### src/rtl/mult_issue_ctrl.sv
// mult_issue_ctrl: issue/writeback controller in front of a multi-cycle multiplier.
// It accepts one request at a time and skips the multiplier when an operand is zero.
// A WAIT watchdog turns a missing mul_done into a zero result and a sticky error flag.
module mult_issue_ctrl #(
    parameter int SIZE = 64
) (
    input  logic            clk,
    input  logic            reset,
    input  logic            req_valid,
    output logic            req_ready,
    input  logic [SIZE-1:0] req_a,
    input  logic [SIZE-1:0] req_b,
    input  logic [1:0]      req_mode,
    input  logic [4:0]      req_rd,
    output logic            mul_start,
    output logic [SIZE-1:0] mul_multiplicand,
    output logic [SIZE-1:0] mul_multiplier,
    output logic [1:0]      mul_mode,
    input  logic [SIZE-1:0] mul_result,
    input  logic            mul_done,
    output logic            wb_valid,
    input  logic            wb_ready,
    output logic [SIZE-1:0] wb_data,
    output logic [4:0]      wb_rd,
    output logic            busy,
    output logic            timeout_err
);

    // Number of WAIT cycles allowed before the watchdog gives up on mul_done.
    localparam int TIMEOUT = SIZE / 2 + 4;
    localparam int CNT_W   = $clog2(TIMEOUT);

    typedef enum logic [1:0] {
        S_IDLE,
        S_LAUNCH,
        S_WAIT,
        S_HOLD
    } state_t;

    state_t            r_state;
    logic              r_mul_start;
    logic              r_wb_valid;
    logic              r_busy;
    logic              r_timeout_err;
    logic [CNT_W-1:0]  r_cnt;
    logic [SIZE-1:0]   r_a;
    logic [SIZE-1:0]   r_b;
    logic [1:0]        r_mode;
    logic [4:0]        r_rd;
    logic [SIZE-1:0]   r_wb_data;

    logic              w_req_ready;
    logic              w_accept;
    logic              w_zero_op;

    // Ready follows wb_ready in HOLD so a new request can be taken in the
    // very cycle the pending result drains; forced low while in reset.
    assign w_req_ready = reset && ((r_state == S_IDLE) ||
                                   ((r_state == S_HOLD) && wb_ready));
    assign w_accept    = req_valid && w_req_ready;
    assign w_zero_op   = (req_a == '0) || (req_b == '0);

    // Controller FSM: request latch, launch, wait/watchdog and writeback hold.
    // NOTE: every register here, datapath included, is cleared by the async reset
    // so an aborted operation leaves no stale operands or result behind.
    always_ff @(posedge clk or negedge reset) begin
        if (!reset) begin
            r_state       <= S_IDLE;
            r_mul_start   <= 1'b0;
            r_wb_valid    <= 1'b0;
            r_busy        <= 1'b0;
            r_timeout_err <= 1'b0;
            r_cnt         <= '0;
            r_a           <= '0;
            r_b           <= '0;
            r_mode        <= 2'b00;
            r_rd          <= 5'd0;
            r_wb_data     <= '0;
        end else begin
            // NOTE: the launch pulse defaults low every cycle so it can only be
            // high for the single cycle after an accept.
            r_mul_start <= 1'b0;
            if (w_accept) begin
                // Only possible from IDLE or from HOLD while the result drains.
                r_a    <= req_a;
                r_b    <= req_b;
                r_mode <= req_mode;
                r_rd   <= req_rd;
                r_busy <= 1'b1;
                if (w_zero_op) begin
                    r_state    <= S_HOLD;
                    r_wb_data  <= '0;
                    r_wb_valid <= 1'b1;
                end else begin
                    r_state     <= S_LAUNCH;
                    r_mul_start <= 1'b1;
                    r_wb_valid  <= 1'b0;
                end
            end else begin
                case (r_state)
                    S_LAUNCH: begin
                        r_state <= S_WAIT;
                        r_cnt   <= '0;
                    end
                    S_WAIT: begin
                        if (mul_done) begin
                            r_state    <= S_HOLD;
                            r_wb_data  <= mul_result;
                            r_wb_valid <= 1'b1;
                        end else if (r_cnt == CNT_W'(TIMEOUT - 1)) begin
                            r_state       <= S_HOLD;
                            r_wb_data     <= '0;
                            r_wb_valid    <= 1'b1;
                            r_timeout_err <= 1'b1;
                        end else begin
                            r_cnt <= r_cnt + 1'b1;
                        end
                    end
                    S_HOLD: begin
                        if (wb_ready) begin
                            r_state    <= S_IDLE;
                            r_wb_valid <= 1'b0;
                            r_busy     <= 1'b0;
                        end
                    end
                    default: begin
                        r_state <= S_IDLE;
                    end
                endcase
            end
        end
    end

    assign req_ready        = w_req_ready;
    assign mul_start        = r_mul_start;
    assign mul_multiplicand = r_a;
    assign mul_multiplier   = r_b;
    assign mul_mode         = r_mode;
    assign wb_valid         = r_wb_valid;
    assign wb_data          = r_wb_data;
    assign wb_rd            = r_rd;
    assign busy             = r_busy;
    assign timeout_err      = r_timeout_err;

endmodule

### config.mk
export PLATFORM = sky130hd
export DESIGN_NAME = mult_issue_ctrl
export DESIGN_NICKNAME = d
export VERILOG_FILES = /design/src/rtl/mult_issue_ctrl.sv
export SDC_FILE = /design/constraint.sdc
export NUM_CORES = 1
export LEC_CHECK = 0
export CAP_MARGIN = 15
export CORE_AREA = 4 4 157 159
export CTS_BUF_LIST = sky130_fd_sc_hd__clkbuf_8
export CTS_CLUSTER_DIAMETER = 150
export CTS_CLUSTER_SIZE = 12
export DETAILED_ROUTE_END_ITERATION = 10
export DIE_AREA = 0 0 161 163
export DONT_BUFFER_PORTS = 1
export PLACE_DENSITY_LB_ADDON = 0.3
export SLEW_MARGIN = 10
export SYNTH_ARGS = -nofsm -noshare
export SYNTH_HDL_FRONTEND = slang
export SYNTH_SLANG_ARGS = --single-unit
export TNS_END_PERCENT = 10
### constraint.sdc
create_clock -name clk -period 2.3 [get_ports clk]
set_clock_uncertainty 0.15 [all_clocks]
set_input_delay 0.345 -clock clk [delete_from_list [all_inputs] [get_ports clk]]
set_output_delay 0.345 -clock clk [all_outputs]
set_load 0.005 [all_outputs]
==> results.ini, run 1 <==
[sta]
finalCriticalPeriod_ps=2230
min_period_over_period_pct=96.8
fin_ws_ps=74.1
finalSetupViolCount=0
fmax_mhz=449
relSlewSlack_pct=60.9
slew_viol_final=0
hold_ws_ps=-617
hold_viol_final=211
rsz0062_at_grt=yes
tightest_slew_ps=587

[worst_setup_path]
reg2reg_slack_ps=70
endpoint_kind=flop
required_ps=2570
crit_fanout=137
critPathLaunchType=flop
path_class=flop to flop
cp.arrival_ps=2500

[route]
drt_iter0_markers=590
wl_per_cell_um=20.7
ant_nets=0
firstDrtPassIters=6
vias=7015
drc=0
wirelength_um=27900
via_per_inst=5.19

[cells_and_area]
multi_input_area_mm2=0.00282
final_util_pct=47.9
final_cells=1352
layout-drive-gt1-share_pct=6.20
area_growth_pct=33.9
diodes=0
layout.nets=1242
seq_area_mm2=0.00528
fillCellCount=2034

[run_status]
violations=negative hold slack
status=finished, violations left

[cts]
cts_setup_buffers=0
cts_buffers=21
clock_path_buffers=3
htreeDepth=1
tritoncts=built
clock_latency_ps=530
clock-sinks=211
clkTransAtPathRegs_ps=90
root_buffer=clkbuf_8

[die]
die_h_um=163
rows=56
die_area_mm2=0.0262
die_width_um=161
start_util_pct=35.8
core_mm2=0.0233
ioPinCount=408

[place]
place_ws_ps=-56.5
place_congestion=0.841
dp.cells=1126
dp_hpwl_um=17400
port_buffers=0

[power]
intPower_uw=7820
comb_power_share_pct=26.5
ir_worst_vdd_v=0.000610
powerDensity_mw_per_mm2=1110
p_leak_uw=0.00545
switching_share_pct=36.7
power_uw=12400
pwr-share-seq_pct=57.1
p_sw_uw=4530
clkPwrFrac_pct=16.5

[global_routing]
gr-total-overflow=0
grt_usage_pct=20.1
grt_pass1_wl_um=42000
grt_pass1_vias=7340
grt_antenna_before_repair=0
grt_max_degree=215

[logic_synthesis]
synth-seq-cells=211
synth_edf_count=0
ys_seq_area_share_pct=63.5
syn-instance-count=827
async_flop_share_pct=100
synthFlopType=dfrtp_1
synth_fp_nets=1035
yosysTopAreaCell=dfrtp_1
ys_warn_count=0
synth.area.top_cells=dfrtp_1 63%, nand2_1 19%, a22o_1 6.6%
syn_area_mm2=0.00832
synth_top_area_share_pct=63.5
postSynthAreaPerCell_um2=10.1
synth_cell_types=40

[hold_path]
hp-class=input port to asynchronous set/reset pin

[job]
drv_cap=0

final cells by class:
cell class | count | share of cell area, %
Clock buffer | 21 | 2.59
Clock inverter | 1 | 0.0674
Inverter | 5 | 0.168
Multi-Input combinational cell | 567 | 25.3
Sequential cell | 211 | 47.4
Tap cell | 319 | 3.58
Timing Repair Buffer | 228 | 20.8
worst max-delay path: stages, from the launching register on:
cell and delay, ps:
dfrtp_1 400, ha_1 240, and2_2 250, o211a_4 270, buf_16 250, o32a_1 430
worst paths after layout:
path                               startpoint            endpoint  cells after the start
max                                r_state[0]          r_state[0]                      5
min                                     reset         mul_mode[0]                      0
max reg2reg                        r_state[0]          r_state[0]                      5
min reg2reg                mul_multiplier[12]  mul_multiplier[12]                      2
max in group asynchronous               reset         wb_data[56]                      0
min in group clk                    req_valid           mul_start                      4
routing by layer:
layer | GRT usage [%] | up-vias | routed length, µm
met4 | 7.25 | 0 | 982
li1 | - | 3141 | -
met2 | 35.1 | 423 | 13800
met1 | 22.7 | 3377 | 10100
met5 | 0 | - | 0
met3 | 7.16 | 74 | 3100
synth_stat cells (3+ instances only):
library cell	instances
nand3_1	4
nor2b_1	3
nand4_1	8
nor4_1	28
a22o_2	4
nor4_2	4
o21ai_0	11
a22o_1	63
buf_2	7
buf_6	6
buf_1	3
nand2_1	410
inv_1	5
dfrtp_1	211
clkbuf_1	28
ha_1	4
flip-flops by register name, indices dropped and copies added (netlist names):
signal	flops
busy	1
mul_mode	2
mul_multiplicand	64
mul_multiplier	64
mul_start	1
r_cnt	6
r_state	2
timeout_err	1
wb_data	64
wb_rd	5
wb_valid	1
cell usage in the layout (no fill, tap or decap), types with 4 or more instances in the layout:
cell type	netlist	routed
dlygate4sd3_1	0	202
ha_1	4	4
buf_12	0	4
buf_4	0	19
dfrtp_1	211	211
a22o_2	4	4
nand4_1	8	8
clkbuf_8	0	21
nor4_1	28	28
a22o_1	63	63
inv_1	5	5
o21ai_0	11	10
nand3_1	4	4
nor4_2	4	4
nand2_1	410	410
power by group through the flow:
stage	clock [µW]	sequential, µW	combinational [µW]
after floorplan	0	6500	2310
after global placement	0	7100	2740
after detailed placement	0	7040	2910
after CTS	2140	7020	3180
after global routing	2290	7230	3690
final	2030	7050	3270
stage by stage:
step / setup TNS [ps] / cell area [µm²]
floorplan: 0 / 8320
global route: -2.40 / 11100
finish: 0 / 11100
CTS: 0 / 11100
detailed placement: -1670 / 8760
global placement: -1050 / 8760
what timing repair did:
action,4_1_cts,5_1_grt
hold buffers,201,1
resized for setup,0,4
hold endpoints to repair,418,212
setup endpoints to repair,0,68
kinds of logic (layout without fill, tap and decap cells):
family | Yosys count | after routing | synth area share, %
simple gates | 466 | 466 | 23.2
flops | 211 | 211 | 63.5
compound gates | 97 | 97 | 9.88
buf+inv | 49 | 255 | 2.86
fa+ha+maj | 4 | 4 | 0.602
No activity file was read; power rests on OpenSTA's default activity.
==> inputs of run 2 (changes only) <==
--- a/config.mk
+++ b/config.mk
@@ -13,7 +13,6 @@
 export DETAILED_ROUTE_END_ITERATION = 10
 export DIE_AREA = 0 0 161 163
 export DONT_BUFFER_PORTS = 1
-export PLACE_DENSITY_LB_ADDON = 0.3
 export SLEW_MARGIN = 10
 export SYNTH_ARGS = -nofsm -noshare
 export SYNTH_HDL_FRONTEND = slang
==> results.ini, run 2 (synthesis results as in run 1) <==
[run_status]
status=finished, violations left
violations=negative hold slack

[cts]
clock-sinks=211  ; unchanged
tritoncts=built
clock_path_buffers=3  ; unchanged
clock_latency_ps=520  ; about the same
hold_buffers=201  ; unchanged
cts_buffers=21  ; unchanged
root_buffer=clkbuf_8
htreeDepth=1  ; unchanged
clkTransAtPathRegs_ps=90  ; about the same

[worst_setup_path]
endpoint_kind=flop
required_ps=2610  ; +40 ps
cp.arrival_ps=2480  ; -20 ps
critPathLaunchType=flop
path_class=flop to flop
crit_fanout=32  ; -77%

[cells_and_area]
final_common_cell=nand2_1
diodes=0  ; unchanged
final_util_pct=47.8  ; -0.075 points
design_area_mm2=0.0111  ; -0.16%
layout_common_cells=410 x nand2_1, 211 x dfrtp_1, 201 x dlygate4sd3_1, 63 x a22o_1, 28 x nor4_1
layout-drive-gt1-share_pct=6.56  ; +0.37 points
area_growth_pct=33.7
layout.nets=1245  ; +0.24%

[place]
dp_hpwl_um=17400  ; +0.30%
post_dp_cell_area_mm2=0.00878  ; +0.29%
place_congestion=0.867  ; +3.1%
port_buffers=0  ; unchanged

[sta]
fmax_mhz=460  ; +2.4%
hold_viol_final=211  ; unchanged
min_period_over_period_pct=94.5  ; -2.3 points
finalSetupViolCount=0  ; unchanged
relSlewSlack_pct=60.7  ; -0.11 points
tightest_slew_ps=589  ; +1.66 ps
hold_ws_ps=-637  ; -19.9 ps
slew_viol_final=0  ; unchanged
rsz0062_at_grt=no
finalCriticalPeriod_ps=2170  ; -52.2 ps

[die]
core_mm2=0.0233  ; unchanged
die_width_um=161  ; unchanged
die_area_mm2=0.0262  ; unchanged
ioPinCount=408  ; unchanged
rows=56  ; unchanged
die_h_um=163  ; unchanged
start_util_pct=35.8  ; unchanged

[route]
wl_per_cell_um=20.6  ; -0.19%
via_per_inst=5.17  ; -0.43%
drt_iter0_markers=727  ; +23%
vias=7000  ; -0.21%
firstDrtPassIters=5  ; -1
wirelength_um=27900  ; about the same
drc=0  ; unchanged
ant_nets=0  ; unchanged

[global_routing]
grt_usage_pct=20.4  ; +0.31 points
grt_pass1_vias=7534  ; +2.6%
grt_pass1_wl_um=42900  ; +2.1%
grt_max_degree=215  ; unchanged
gr-total-overflow=0  ; unchanged
grt_antenna_before_repair=0  ; unchanged

[job]
drv_cap=0  ; unchanged

[power]
powerDensity_mw_per_mm2=1110  ; +0.30%
power_uw=12400  ; +0.14%
ir_worst_vdd_v=0.000594  ; -2.6%
p_leak_uw=0.00546  ; about the same

[hold_path]
hp-class=input port to asynchronous set/reset pin

-- run 2: routing by layer --
| layer | share of wire (%) | wire [µm] | global-route usage (%) |
|---|---|---|---|
| met5 | 0 | 0 | 0 |
| met3 | 11 | 3160 | 7.72 |
| met4 | 3.9 | 1100 | 7.79 |
| met1 | 36 | 10200 | 23.3 |
| met2 | 48 | 13500 | 34.8 |
-- run 2: worst max-delay path, stage by stage (launching register included) --
cell      delay (ps)
dfrtp_1          400
ha_1             240
and2_1           230
o211ai_4         220
buf_4            180
and3_2           250
buf_12           200
a22o_1           190
-- run 2: path summary, 6_finish.rpt --
check | slack, ps | start | endpoint | cells past startpoint
setup / recovery | 130 | r_state[0] | wb_data[23] | 7
hold / removal | -640 | reset | mul_multiplier[63] | 0
min in group clk | 130 | req_valid | busy | 3
max in group asynchronous | 2390 | reset | wb_data[14] | 0
hold reg to reg | 360 | mul_multiplicand[18] | mul_multiplicand[18] | 2
setup reg to reg | 130 | r_state[0] | wb_data[23] | 7
-- run 2: power breakdown --
| group | total, µW | internal [µW] | switching, µW | leakage (µW) |
|---|---|---|---|---|
| logic | 3260 | 1550 | 1720 | 0.00263 |
| clock network | 2050 | 822 | 1220 | 0.000151 |
| registers | 7060 | 5430 | 1630 | 0.00267 |
| total | 12400 | 7800 | 4570 | 0.00546 |
-- run 2: layout make-up --
class                      count  area (µm²)
multi-input combinational    567        2820
inverter                       5        18.8
clock buffer                  21         289
sequential                   211        5280
tap                          319         399
timing repair buffer         231        2310
fill                        2049       12100
clock inverter                 1        7.51
-- run 2: metrics by stage --
step                      TNS (ps)  hold slack (ps)  setup WS, ps  cells
after floorplan                  0             -101           244    827
after global placement       -6090            -94.0          -124   1131
after detailed placement     -7640            -94.9          -152   1131
after CTS                        0             -688          67.3   1354
after global routing             0             -689          15.4   1355
final                            0             -637           126   1355
-- run 2: what timing repair did --
action,CTS,global route
endpoints found under the hold margin,419,211
gates resized for setup,0,2
endpoints found under the setup margin,0,42
buffers inserted,0,0
==> inputs of run 3 (changes only) <==
--- a/config.mk
+++ b/config.mk
@@ -13,7 +13,8 @@
 export DETAILED_ROUTE_END_ITERATION = 10
 export DIE_AREA = 0 0 161 163
 export DONT_BUFFER_PORTS = 1
-export SLEW_MARGIN = 10
+export RECOVER_POWER = 100
+export SLEW_MARGIN = 40
 export SYNTH_ARGS = -nofsm -noshare
 export SYNTH_HDL_FRONTEND = slang
 export SYNTH_SLANG_ARGS = --single-unit
==> results.ini, run 3 (synthesis results as in run 1) <==
[sta]
finalCriticalPeriod_ps=2170  ; -2.60 ps
slew_viol_final=0  ; unchanged
fmax_mhz=461  ; +0.12%
relSlewSlack_pct=61.4  ; +0.64 points
finalSetupViolCount=0  ; unchanged
fin_ws_ps=129  ; +2.60 ps
min_period_over_period_pct=94.4  ; -0.11 points
tightest_slew_ps=579  ; -9.57 ps
rsz0062_at_grt=no
hold_viol_final=211  ; unchanged
hold_ws_ps=-637  ; -0.855 ps

[route]
met2_wirelength_um=13600  ; +0.27%
top_layer=met4
vias=6998  ; -0.029%
firstDrtPassIters=6  ; +1
wirelength_um=27900  ; about the same
ant_nets=0  ; unchanged
wl_per_cell_um=20.6  ; -0.14%
drt_iter0_markers=720  ; -0.96%
wl_met3_um=3130  ; -0.89%
wl_met1_um=10100  ; -0.63%
via_per_inst=5.16  ; -0.10%
drc=0  ; unchanged

[worst_setup_path]
cp_slowest_cell=dfrtp_1
cpPeakStageDelay_ps=400  ; about the same
cp.arrival_ps=2480  ; about the same
path_cells=ha_1, and2_1, o211ai_4, buf_4, and3_2, buf_12, a22o_1
endpoint_kind=flop
reg2reg_slack_ps=130  ; about the same
crit_buf_inv=2  ; unchanged
crit_fanout=32  ; unchanged
path_delay_family=simple AND/OR/NAND/NOR gates
reg2reg_to=wb_data[23]
critPathLaunchType=flop
required_ps=2610  ; about the same
ff2ff_path_depth=7  ; unchanged
path_class=flop to flop
r2r-start=r_state[0]

[cells_and_area]
area_growth_pct=33.7  ; about the same
layout_common_cells=410 x nand2_1, 211 x dfrtp_1, 201 x dlygate4sd3_1, 63 x a22o_1, 28 x nor4_1
final_common_cell=nand2_1
final_cells=1356  ; +0.074%
fillCellCount=2049  ; unchanged
design_area_mm2=0.0111  ; about the same
layout.nets=1245  ; unchanged
layout-drive-gt1-share_pct=6.56  ; unchanged

[place]
post_dp_cell_area_mm2=0.00878  ; unchanged
dp_hpwl_um=17400  ; unchanged
port_buffers=0  ; unchanged
place_ws_ps=-152  ; unchanged
dp.cells=1131  ; unchanged
place_congestion=0.867  ; unchanged

[cts]
tritoncts=built
cts_buffers=21  ; unchanged
clock-sinks=211  ; unchanged
hold_buffers=201  ; unchanged
root_buffer=clkbuf_8
htreeDepth=1  ; unchanged
cts_setup_buffers=0  ; unchanged
clock_path_buffers=3  ; unchanged
clkTransAtPathRegs_ps=90  ; about the same
clock_latency_ps=520  ; about the same

[die]
die_area_mm2=0.0262  ; unchanged
die_h_um=163  ; unchanged
ioPinCount=408  ; unchanged
die_width_um=161  ; unchanged
start_util_pct=35.8  ; unchanged
rows=56  ; unchanged
core_mm2=0.0233  ; unchanged

[global_routing]
grt_max_degree=215  ; unchanged
grt_pass1_wl_um=42900  ; unchanged
gr-total-overflow=0  ; unchanged
grt_pass1_vias=7534  ; unchanged
grt_antenna_before_repair=0  ; unchanged
grt_usage_pct=20.4  ; unchanged

[run_status]
status=finished, violations left
violations=negative hold slack

[power]
powerDensity_mw_per_mm2=1110  ; -0.13%
ir_worst_vdd_v=0.000593  ; about the same
p_leak_uw=0.00545  ; about the same

[job]
drv_cap=0  ; unchanged

[hold_path]
hp-class=input port to asynchronous set/reset pin

-- run 3: what timing repair did --
| item | in CTS | in global routing |
|---|---|---|
| hold endpoints to repair | 419 | 211 |
| gates resized for setup | 0 | 2 |
| endpoints found under the setup margin | 0 | 42 |
-- run 3: how the worst max path moves through the flow --
stage          slack (ps)  cells past startpoint           to       start
2_1_floorplan         240                      6         busy  r_state[0]
3_3_place_gp         -120                      7   wb_data[0]   req_b[21]
3_5_place_dp         -150                      7   wb_data[0]   req_b[21]
4_1_cts                70                      3    req_ready  r_state[0]
5_1_grt                20                      7  wb_data[23]  r_state[0]
6_report              130                      7  wb_data[23]  r_state[0]
-- run 3: final cells by class --
cell class / instances / area (µm²) / share of cell area (%)
Tap cell: 319 / 399 / 3.59
Clock buffer: 21 / 289 / 2.60
Sequential cell: 211 / 5280 / 47.5
Timing Repair Buffer: 231 / 2310 / 20.8
Clock inverter: 1 / 7.51 / 0.0675
Multi-Input combinational cell: 567 / 2820 / 25.3
Inverter: 5 / 18.8 / 0.169
Antenna cell: 1 / 2.50 / 0.0225
-- run 3: power breakdown --
group / switching, µW / internal, µW / total (µW)
clock network: 1210 / 822 / 2040
registers: 1630 / 5430 / 7060
logic: 1710 / 1550 / 3260
-- run 3: per-stage QoR --
stage,util (%),TNS [ps],power [µW],hold WS (ps)
4_1_cts,47.7,0,12300,-688
3_5_place_dp,37.8,-7640,9940,-94.9
3_3_place_gp,37.8,-6090,9830,-94.0
2_1_floorplan,-,0,8810,-101
6_report,47.8,0,12400,-637
5_1_grt,47.8,0,13300,-689
-- run 3: layer usage --
layer	vias up	GRT usage (%)
met5	-	0
met1	3376	23.3
met4	0	7.79
met3	82	7.72
li1	3136	-
met2	404	34.8
==> patch (config.mk and constraints of run 3) <==
Encoding of `state_t`: now one-hot (4 bits for 4 states).
--- a/src/rtl/mult_issue_ctrl.sv
+++ b/src/rtl/mult_issue_ctrl.sv
@@ -30,11 +30,11 @@
     localparam int TIMEOUT = SIZE / 2 + 4;
     localparam int CNT_W   = $clog2(TIMEOUT);
 
-    typedef enum logic [1:0] {
-        S_IDLE,
-        S_LAUNCH,
-        S_WAIT,
-        S_HOLD
+    typedef enum logic [3:0] {
+        S_IDLE   = 4'b0001,
+        S_LAUNCH = 4'b0010,
+        S_WAIT   = 4'b0100,
+        S_HOLD   = 4'b1000
     } state_t;
 
     state_t            r_state;
Function: same outputs for any inputs over 4 cycles, from zero or initial values and one cycle with reset low; so few cycles prove little.
==> patch against run 3 <==
- the flow still finishes with violations (negative hold slack)
- die area did not move
- design area barely moved
- sequential cell count rose by 2
- first-iteration DRC count fell by 15%
- synthesized area fell by 0.99%
- cell count fell by 1.0%
- worst hold slack improved by 0.0079 ns
- worst setup slack got worse by 0.033 ns
- global-route usage fell by 0.30 points
- wire length fell by 1.3%
- critical path type unchanged
- critical endpoint is now wb_data[15]
- largest cell class unchanged
Power is not compared: it rests on default switching activity, and its combinational part moved more than twofold at a synthesized area within 25%.
==> patch: results (changes against run 3) <==
status=finished with violations; failing checks=negative hold slack; Placement Cell Area=8750 sq um (-0.36%); Worst Path Max Fanout=19 (-41%); CP arrival=2.46 ns (-0.02 ns); met3 Use GR=0.0678 (-0.00936); Clock Path Buffers=3 (unchanged); compound-cell area share of the yosys netlist=0.0796 (-0.0192); Power, Total=~9.1 mW; area of the multi-input gates=2710 sq um (-4.0%); final hold slack=-0.630 ns (+0.00786 ns); crit path kind=flip-flop to flip-flop; post-synthesis xor/xnor area fraction=0.00425 (+0.00425); met2 Use GR=0.338 (-0.0106); Reg clk slew, reported paths=0.09 ns (about the same); Commonest cells post-synth=391 x nand2_1, 212 x dfrtp_1, 64 x a22o_1, 33 x nor4_1, 23 x clkbuf_1; fraction of the mapped netlist area in adder cells=0.00152 (-0.00450); DP HPWL=17,000 um (-2.5%); first-pass GRT wire length=42,300 um (-1.4%); mux share of post-synthesis cell area=0.0122 (+0.0122); fill count=2,059 (+0.49%); Routed Wire Length=27,600 um (-1.3%); H-tree level count=1 (unchanged); Final GP Congestion=0.832 (-4.0%); placed insts=1,109 (-1.9%); syn nets=1,009 (-2.5%); Distinct cells, synth=37 (-7.5%); Rel. slew slack=0.740 (+0.126); pre-CTS WS=-0.154 ns (-0.00202 ns); Post-Syn Instances=804 (-2.8%); sequential fraction of the synthesis area=0.647 (+0.0126); global routing met1 resource utilization=0.242 (+0.00840); Final Hold Viols=213 (+0.95%); WL/cell=20.5 um (-0.27%); Starting Density=0.354 (-0.00355); routed vias=6,906 (-1.3%); CTS resizes=0 (unchanged); # nets final=1,221 (-1.9%); pin count of the biggest net entering global routing=217 (+0.93%); vias in the first global route=7,296 (-3.2%); Port-buffer cells=0 (unchanged); initial antenna violation count=1 (+1); Iter 0 DRT Violations=613 (-15%); DRT Pass-1 Iters=6 (unchanged); Overall Global Routing Usage=0.201 (-0.00301); # hold bufs at CTS=201 (unchanged); Synth Warn #=0 (unchanged); Synth area leaders=dfrtp_1 64%, nand2_1 18%, a22o_1 6.8%, nor4_1 2.5%, mux2_2 1.1%; layout cell share with drive strength beyond 1=0.0675 (+0.00188)
[patch: changes by cell type in the layout (fill, tap and decap cells not counted), moves of 3 or more]
cell / before / now
a22o_2: 4 / 0
buf_12: 4 / 7
clkbuf_4: 4 / 0
ha_1: 4 / 1
inv_1: 5 / 11
mux2_2: 0 / 8
nand2_1: 410 / 391
nand3_1: 4 / 0
nor2_1: 2 / 9
nor4_1: 28 / 33
nor4_2: 4 / 0
o21ai_0: 11 / 1
xor2_1: 0 / 3
[patch: worst paths after layout]
check / cells past startpoint / slack (ns) / endpoint / startpoint
worst max-delay path: 8 / 0.1 / wb_data[15] / r_state[0]
worst min-delay path: 0 / -0.63 / wb_data[63] / reset
worst max register to register: 8 / 0.1 / wb_data[15] / r_state[0]
worst min register to register: 2 / 0.36 / mul_multiplier[48] / mul_multiplier[48]
max in group asynchronous: 0 / 2.39 / mul_multiplier[55] / reset
min in group clk: 3 / 0.10 / wb_data[52] / mul_done
[patch: timing repair]
| item | in CTS | in global routing |
|---|---|---|
| setup endpoints to repair | 0 | 28 |
| hold endpoints to repair | 418 | 213 |
| buffers inserted | 0 | 1 |
[patch: per-layer routing]
metal,share of wire,routed length (um),up-vias
li1,-,-,3071
met1,0.37,10100,3297
met2,0.49,13600,455
met3,0.11,2930,83
met4,0.035,971,0
met5,0,0,-
[patch: worst max-delay path, stage by stage, from the launching register on]
cell       delay, ns
dfstp_2         0.57
and3b_1         0.20
o2111a_4        0.33
o41ai_1         0.07
buf_4           0.19
o21ai_4         0.05
buf_12          0.15
clkbuf_16       0.17
a22o_1          0.20
[patch: layout make-up]
cell class,count,share of cell area
timing repair buffer,232,0.211
tap,319,0.0359
antenna,1,0.000225
clock inverter,8,0.00281
clock buffer,21,0.0260
sequential,213,0.480
multi-input combinational,544,0.243
inverter,4,0.00135
